File: config.mk
export PLATFORM = sky130hd
export DESIGN_NAME = seq_alu
export DESIGN_NICKNAME = d
export VERILOG_FILES = /design/src/rtl/seq_alu_pkg.sv /design/src/rtl/seq_alu_core.sv /design/src/rtl/seq_alu.sv
export SDC_FILE = /design/constraint.sdc
export NUM_CORES = 1
export LEC_CHECK = 0
export ABC_AREA = 1
export ABC_CLOCK_PERIOD_IN_PS = 2000
export CORE_ASPECT_RATIO = 2
export CORE_MARGIN = 1
export CORE_UTILIZATION = 55
export CTS_CLUSTER_SIZE = 40
export DETAILED_ROUTE_END_ITERATION = 8
export PLACE_DENSITY = 0.83
export REMOVE_ABC_BUFFERS = 1
export SLEW_MARGIN = 15
export SYNTH_ARGS = -nofsm -noshare
export SYNTH_HDL_FRONTEND = slang
export SYNTH_SLANG_ARGS = --single-unit
export TNS_END_PERCENT = 100
File: constraint.sdc
create_clock -name clk -period 2 [get_ports clk]
set_clock_uncertainty 0.15 [all_clocks]
set_input_delay 0.4 -clock clk [delete_from_list [all_inputs] [get_ports clk]]
set_output_delay 0.4 -clock clk [all_outputs]
set_load 0.02 [all_outputs]
File: src/rtl/seq_alu_pkg.sv
// seq_alu shared definitions: opcode width and constants, FSM state type.
// Imported by alu_core and seq_alu.
package seq_alu_pkg;

    localparam int OP_W = 4;

    localparam logic [OP_W-1:0] OP_ADD  = 4'd0;
    localparam logic [OP_W-1:0] OP_SUB  = 4'd1;
    localparam logic [OP_W-1:0] OP_XOR  = 4'd2;
    localparam logic [OP_W-1:0] OP_SLT  = 4'd3;
    localparam logic [OP_W-1:0] OP_AND  = 4'd4;
    localparam logic [OP_W-1:0] OP_NAND = 4'd5;
    localparam logic [OP_W-1:0] OP_NOR  = 4'd6;
    localparam logic [OP_W-1:0] OP_OR   = 4'd7;
    localparam logic [OP_W-1:0] OP_MUL  = 4'd8;

    typedef enum logic [1:0] {
        S_IDLE = 2'd0,
        S_BUSY = 2'd1,
        S_HOLD = 2'd2
    } state_e;

    // Opcodes handled by the single-cycle combinational core.
    function automatic logic is_alu_op(input logic [OP_W-1:0] op);
        return op <= OP_OR;
    endfunction

endpackage

File: src/rtl/seq_alu_core.sv
// alu_core: single-cycle combinational datapath for opcodes 0-7.
// Ports: op, a, b in; result, carryout, overflow out (zero 0 for other ops).
module alu_core
    import seq_alu_pkg::*;
#(
    parameter int WIDTH = 32
) (
    input  logic [OP_W-1:0]  op,
    input  logic [WIDTH-1:0] a,
    input  logic [WIDTH-1:0] b,
    output logic [WIDTH-1:0] result,
    output logic             carryout,
    output logic             overflow
);

    logic             sub;
    logic [WIDTH-1:0] b_x;
    logic [WIDTH:0]   full;
    logic             c_msb_in;
    logic             ovf;

    // SLT reuses the subtractor.
    assign sub  = (op == OP_SUB) || (op == OP_SLT);
    assign b_x  = sub ? ~b : b;
    assign full = {1'b0, a} + {1'b0, b_x} + {{WIDTH{1'b0}}, sub};

    // Carry into the MSB recovered from the MSB sum bit.
    assign c_msb_in = a[WIDTH-1] ^ b_x[WIDTH-1] ^ full[WIDTH-1];
    assign ovf      = c_msb_in ^ full[WIDTH];

    always_comb begin
        result   = '0;
        carryout = 1'b0;
        overflow = 1'b0;
        case (op)
            OP_ADD, OP_SUB: begin
                result   = full[WIDTH-1:0];
                carryout = full[WIDTH];
                overflow = ovf;
            end
            OP_SLT:  result = {{(WIDTH-1){1'b0}}, full[WIDTH-1] ^ ovf};
            OP_XOR:  result = a ^ b;
            OP_AND:  result = a & b;
            OP_NAND: result = ~(a & b);
            OP_NOR:  result = ~(a | b);
            OP_OR:   result = a | b;
            default: result = '0;
        endcase
    end

endmodule

File: src/rtl/seq_alu.sv
// seq_alu: valid/ready ALU with registered result/flags and optional
// shift-and-add multiplier (macro SEQ_ALU_MUL_EN). Ports: clk, rst,
// in_valid/in_ready, op, a, b, out_valid/out_ready, result, flags.
module seq_alu
    import seq_alu_pkg::*;
#(
    parameter int WIDTH = 32
) (
    input  logic             clk,
    input  logic             rst,
    input  logic             in_valid,
    output logic             in_ready,
    input  logic [OP_W-1:0]  op,
    input  logic [WIDTH-1:0] a,
    input  logic [WIDTH-1:0] b,
    output logic             out_valid,
    input  logic             out_ready,
    output logic [WIDTH-1:0] result,
    output logic             carryout,
    output logic             overflow,
    output logic             zero,
    output logic             illegal
);

    state_e           state_q, state_d;
    logic             out_valid_q, out_valid_d;
    logic [WIDTH-1:0] result_q, result_d;
    logic             carry_q, carry_d;
    logic             ovf_q, ovf_d;
    logic             zero_q, zero_d;
    logic             ill_q, ill_d;

    logic             accept;
    logic [WIDTH-1:0] core_res;
    logic             core_c;
    logic             core_o;

`ifdef SEQ_ALU_MUL_EN
    localparam int CW = $clog2(WIDTH);

    logic [CW-1:0]      cnt_q, cnt_d;
    logic [2*WIDTH-1:0] prod_q, prod_d;
    logic [WIDTH-1:0]   mcand_q, mcand_d;
    logic [WIDTH:0]     add_hi;
    logic [2*WIDTH-1:0] prod_nxt;

    // prod holds {partial sum, remaining multiplier bits}; one bit per cycle.
    assign add_hi   = prod_q[0]
                    ? {1'b0, prod_q[2*WIDTH-1:WIDTH]} + {1'b0, mcand_q}
                    : {1'b0, prod_q[2*WIDTH-1:WIDTH]};
    assign prod_nxt = {add_hi, prod_q[WIDTH-1:1]};
`endif

    alu_core #(.WIDTH(WIDTH)) u_core (
        .op       (op),
        .a        (a),
        .b        (b),
        .result   (core_res),
        .carryout (core_c),
        .overflow (core_o)
    );

    assign in_ready  = (state_q == S_IDLE) ||
                       ((state_q == S_HOLD) && out_ready);
    assign accept    = in_valid && in_ready;

    assign out_valid = out_valid_q;
    assign result    = result_q;
    assign carryout  = carry_q;
    assign overflow  = ovf_q;
    assign zero      = zero_q;
    assign illegal   = ill_q;

    always_comb begin
        state_d     = state_q;
        out_valid_d = out_valid_q;
        result_d    = result_q;
        carry_d     = carry_q;
        ovf_d       = ovf_q;
        zero_d      = zero_q;
        ill_d       = ill_q;
`ifdef SEQ_ALU_MUL_EN
        cnt_d       = cnt_q;
        prod_d      = prod_q;
        mcand_d     = mcand_q;
`endif
        if (state_q == S_BUSY) begin
`ifdef SEQ_ALU_MUL_EN
            prod_d = prod_nxt;
            cnt_d  = cnt_q + CW'(1);
            if (cnt_q == CW'(WIDTH - 1)) begin
                state_d     = S_HOLD;
                out_valid_d = 1'b1;
                result_d    = prod_nxt[WIDTH-1:0];
                carry_d     = 1'b0;
                ovf_d       = |prod_nxt[2*WIDTH-1:WIDTH];
                zero_d      = (prod_nxt[WIDTH-1:0] == '0);
                ill_d       = 1'b0;
            end
`else
            state_d     = S_IDLE;
            out_valid_d = 1'b0;
`endif
        end else begin
            // Consumer drained the held result.
            if ((state_q == S_HOLD) && out_ready) begin
                state_d     = S_IDLE;
                out_valid_d = 1'b0;
            end
            if (accept) begin
                if (is_alu_op(op)) begin
                    state_d     = S_HOLD;
                    out_valid_d = 1'b1;
                    result_d    = core_res;
                    carry_d     = core_c;
                    ovf_d       = core_o;
                    zero_d      = (core_res == '0);
                    ill_d       = 1'b0;
                end
`ifdef SEQ_ALU_MUL_EN
                else if (op == OP_MUL) begin
                    state_d     = S_BUSY;
                    out_valid_d = 1'b0;
                    prod_d      = {{WIDTH{1'b0}}, b};
                    mcand_d     = a;
                    cnt_d       = '0;
                end
`endif
                else begin
                    state_d     = S_HOLD;
                    out_valid_d = 1'b1;
                    result_d    = '0;
                    carry_d     = 1'b0;
                    ovf_d       = 1'b0;
                    zero_d      = 1'b1;
                    ill_d       = 1'b1;
                end
            end
        end
    end

    always_ff @(posedge clk or posedge rst) begin
        if (rst) begin
            state_q     <= S_IDLE;
            out_valid_q <= 1'b0;
            result_q    <= '0;
            carry_q     <= 1'b0;
            ovf_q       <= 1'b0;
            zero_q      <= 1'b0;
            ill_q       <= 1'b0;
`ifdef SEQ_ALU_MUL_EN
            cnt_q       <= '0;
            prod_q      <= '0;
            mcand_q     <= '0;
`endif
        end else begin
            state_q     <= state_d;
            out_valid_q <= out_valid_d;
            result_q    <= result_d;
            carry_q     <= carry_d;
            ovf_q       <= ovf_d;
            zero_q      <= zero_d;
            ill_q       <= ill_d;
`ifdef SEQ_ALU_MUL_EN
            cnt_q       <= cnt_d;
            prod_q      <= prod_d;
            mcand_q     <= mcand_d;
`endif
        end
    end

endmodule

==> out/summary.txt, run 1 <==
status -> did not finish
Failed at -> global routing
tool error -> [ERROR GRT-0116] Global routing finished with congestion. Check the congestion regions in the DRC Viewer.
Ys Warns -> 0
HPWL Detailed -> 21400 um
Gate Count Post-Synth -> 1016
FP Rows -> 55
Die W -> 77.9 um
synthesized area -> 6340 um2
sequential-to-total area share from yosys stat -> 0.146
Clock Sink Count -> 37
number of distinct library cells after synthesis -> 47
ys async rst share -> 1.00
IO buf count -> 109
Placed Cells -> 1457
register bit total from synthesis -> 37
number of synthesized flops with an enable pin -> 0
largest net degree at the start of global routing -> 38
GPL Wtd Cong -> 1.03
Total GRT Usage -> 0.699
Top FF cell, synth -> dfrtp_1
CTS root buffer -> clkbuf_16
number of global-route vias before repair -> 11800
CTS Buf Count -> 5
Initial Util -> 0.562
Max clock buf depth -> 2
I/O Pins -> 110
die span in y -> 154 um
# H-tree levels -> 2
first-pass GRT wire length -> 64500 um
GR Overflow Total -> 115
Syn Area/Cell -> 6.24 um2
cts hold-fix bufs -> 0
-- metrics by stage --
step                      TNS, ns  hold slack, ns  worst slack [ns]  cell area, um2
after CTS                  -24.17           0.333             -1.10           10500
after detailed placement   -50.99           0.315             -2.13            9190
after global placement     -48.42           0.309             -2.07            9190
after floorplan            -41.07           0.416             -1.57            6190
-- per-layer routing --
| layer | overflow | GRT usage |
|---|---|---|
| met5 | 0 | 0 |
| met4 | 44 | 0.860 |
| met3 | 2 | 0.395 |
| met2 | 69 | 0.983 |
| met1 | 0 | 0.633 |
-- synthesized netlist by cell type, types with 2 or more instances --
cell	instances	area [um2]
nand2_2	10	62.6
or2_0	2	12.5
nand4_1	7	43.8
a211oi_1	21	158
buf_6	3	33.8
o21ai_1	7	35.0
dfrtp_1	37	926
buf_4	2	15.0
buf_2	11	55.1
a22o_1	16	140
a21oi_2	2	17.5
o21bai_1	6	45.0
a2111oi_2	2	30.0
nand3b_1	9	67.6
a21oi_1	40	200
ha_1	95	1190
nand3_2	5	50.1
nand3_1	49	245
nand2_1	303	1140
clkbuf_1	8	30.0
inv_2	5	18.8
nor3_2	2	20.0
inv_1	155	582
o21ai_0	26	130
nor2_2	4	25.0
o211ai_1	3	22.5
nor2_1	90	338
a31oi_1	11	68.8
o22ai_1	21	131
buf_1	3	11.3
nor3_1	11	55.1
a21o_1	3	22.5
nand2_4	2	22.5
xor2_1	32	280
-- logic make-up after synthesis --
| family | after synthesis | share of synthesized area |
|---|---|---|
| AOI/OAI and AO/OA | 163 | 0.165 |
| DFF | 37 | 0.146 |
| xor gates and xnor gates | 32 | 0.0442 |
| and+or+nand+nor | 500 | 0.335 |
| adders and majority gates | 96 | 0.191 |
| buffers and inverters | 188 | 0.119 |
-- repair_timing --
action	in CTS
cloned	1
resized for setup	246
pin swaps	92
setup buffers	51
setup endpoints to repair	36
==> inputs of run 2 (changes only) <==
--- a/config.mk
+++ b/config.mk
@@ -7,12 +7,10 @@
 export LEC_CHECK = 0
 export ABC_AREA = 1
 export ABC_CLOCK_PERIOD_IN_PS = 2000
-export CORE_ASPECT_RATIO = 2
 export CORE_MARGIN = 1
-export CORE_UTILIZATION = 55
-export CTS_CLUSTER_SIZE = 40
+export CORE_UTILIZATION = 40
 export DETAILED_ROUTE_END_ITERATION = 8
-export PLACE_DENSITY = 0.83
+export PLACE_DENSITY_LB_ADDON = 0.15
 export REMOVE_ABC_BUFFERS = 1
 export SLEW_MARGIN = 15
 export SYNTH_ARGS = -nofsm -noshare
==> out/summary.txt, run 2 <==
commonest non-fill, non-tap cell in the layout -> nand2_1
f_max -> 312 MHz
die span in y -> 128 um
Worst Setup Path Type -> in2reg
register bit total from synthesis -> 37
CTS root buffer -> clkbuf_16
ant diodes -> 0
number of synthesized flops with an enable pin -> 0
Least-Margin Pin Slew -> 0.605 ns
final setup vio count -> 35
post-synth top area share -> 0.188
Fin Hold WS -> 0.311 ns
Place WS -> -2.12 ns
maximum VDD drop -> 0.359 mV
number of antenna violations at the first check in global routing -> 0
Syn Area/Cell -> 6.24 um2
P per Cell Area -> 478 nW/um2
leading area contributor after synthesis -> ha_1
Max FO, Critical Path -> 7
reg2reg start -> out_valid
nets -> 1533
DRC -> 0
# H-tree levels -> 2
sequential-to-total area share from yosys stat -> 0.146
Critical Path RT -> 2.08 ns
fillers -> 1254
Gate Count Post-Synth -> 1016
post-DR wirelength/cell -> 16.2 um
Ys Warns -> 0
top post-synthesis cells by area -> ha_1 19%, nand2_1 18%, dfrtp_1 15%
flop2flop setup slack -> 0.49 ns
HPWL Detailed -> 17700 um
max reg flops -> 32
Top FF cell, synth -> dfrtp_1
GPL Wtd Cong -> 0.979
Hold Fails Final Rpt -> 0
CP Capture Type -> flip-flop
Worst R2R End -> result[11]
GR Overflow Total -> 0
Critical Path Source Type -> input pin
most frequent cells in the layout -> 226 x nand2_1, 221 x buf_4, 139 x inv_1
total chip power -> 5.30 mW
routed wire length -> 25500 um
number of global-route vias before repair -> 7652
number of distinct library cells after synthesis -> 47
core area -> 15300 um2
Critical Path AT -> 3.29 ns
CTS Buf Count -> 5
crit path time final -> 3.21 ns
total die area -> 16400 um2
most frequent cell after synthesis -> nand2_1
layout cell share with drive strength beyond 1 -> 0.385
Initial Util -> 0.414
status -> finished with violations
fin util -> 0.723
Worst Reg-to-Reg Cells -> 7
first-pass GRT wire length -> 37400 um
IO buf count -> 109
Synth-to-Final Area Change -> 74.8%
relative slew slack -> 0.596
drt initial violations -> 549
Total GRT Usage -> 0.290
worst min-delay path class -> in2async
MaxCap Viol Count -> 0
Vias -> 8157
failing checks -> negative setup slack
Final ANT Viol Nets -> 0
Clock Sink Count -> 37
worst skew pair latency -> 0.29 ns
synthesized area -> 6340 um2
drt pass-1 iters -> 5
fin. max-slew vios -> 0
most frequent cells after synthesis -> 303 x nand2_1, 155 x inv_1, 95 x ha_1
Max clock buf depth -> 2
largest net degree at the start of global routing -> 38
setup ws final -> -1.21 ns
Tcrit/Tclk final -> 1.60
ys async rst share -> 1.00
RSZ-0062 raised after global routing -> yes
clock slew at reported path FFs -> 0.06 ns
vias per inst -> 5.18
I/O Pins -> 110
CTS tree -> built
Die W -> 128 um
FP Rows -> 45
Leak Pwr -> 5.74 nW
==> run 2: critical path, cell delays in order <==
cell	delay, ns
buf_6	0.10
nor2_4	0.17
nand2_8	0.13
buf_12	0.18
xor2_1	0.24
ha_4	0.27
nand2_1	0.08
nand2_2	0.07
a21oi_2	0.15
nand2_2	0.11
buf_6	0.13
nand2_2	0.05
nand2_2	0.06
buf_6	0.13
nand2_4	0.07
nand2_4	0.06
nand2_4	0.07
nand2_4	0.07
nand2_4	0.07
nand2_1	0.07
nor2_2	0.14
nand3_4	0.14
nor2_4	0.13
nand4_1	0.10
nand2_1	0.07
==> run 2: power breakdown <==
part	internal (mW)	switching [mW]
sequential	0.858	0.0571
clock	0.491	0.343
combinational	1.68	1.87
==> run 2: through the flow <==
step	TNS, ns	instances	area (um2)
after floorplan	-41.07	989	6190
after global placement	-48.52	1515	9200
after detailed placement	-49.78	1515	9200
after CTS	-25.65	1558	10200
after global routing	-30.87	1576	11100
final	-27.38	1576	11100
==> run 2: worst max path at each step <==
stage	start	end	slack [ns]	cells after the start
4_1_cts	op[2]	zero	-1.18	25
3_3_place_gp	op[3]	zero	-2.07	25
5_1_grt	op[3]	zero	-1.29	22
3_5_place_dp	op[3]	zero	-2.12	25
2_1_floorplan	op[3]	zero	-1.57	18
6_report	op[3]	zero	-1.21	25
==> run 2: cell type report <==
type                            instances  area [um2]  area share
Multi-Input combinational cell        791        5810       0.525
Timing Repair Buffer                  369        3320       0.300
Sequential cell                        37         926      0.0836
Inverter                              161         614      0.0554
Tap cell                              211         264      0.0238
Clock buffer                            7         143      0.0129
==> run 2: cells by family (layout without fill, tap and decap cells) <==
kind of cell | after synthesis | after routing | synth area share
xor gates and xnor gates | 32 | 32 | 0.0442
buffers and inverters | 188 | 537 | 0.119
AOI/OAI and AO/OA | 163 | 163 | 0.165
DFF | 37 | 37 | 0.146
adders and majority gates | 96 | 96 | 0.191
and+or+nand+nor | 500 | 500 | 0.335
==> run 2: layer usage <==
metal,vias to the layer above,track usage,share of wire,wire length (um)
met2,314,0.493,0.48,12200
met3,67,0.0305,0.057,1450
met4,0,0.0810,0.030,767
li1,3981,-,-,-
met1,3795,0.390,0.43,11100
met5,-,0,0,0
==> run 2: repair_timing <==
| item | CTS | global route |
|---|---|---|
| hold buffers | 0 | 0 |
| buffers inserted | 42 | 23 |
| resized for setup | 183 | 181 |
| pin swaps | 72 | 111 |
| gates cloned | 2 | 1 |
| endpoints found under the setup margin | 36 | 35 |
Power figures use the tool's default switching activity.
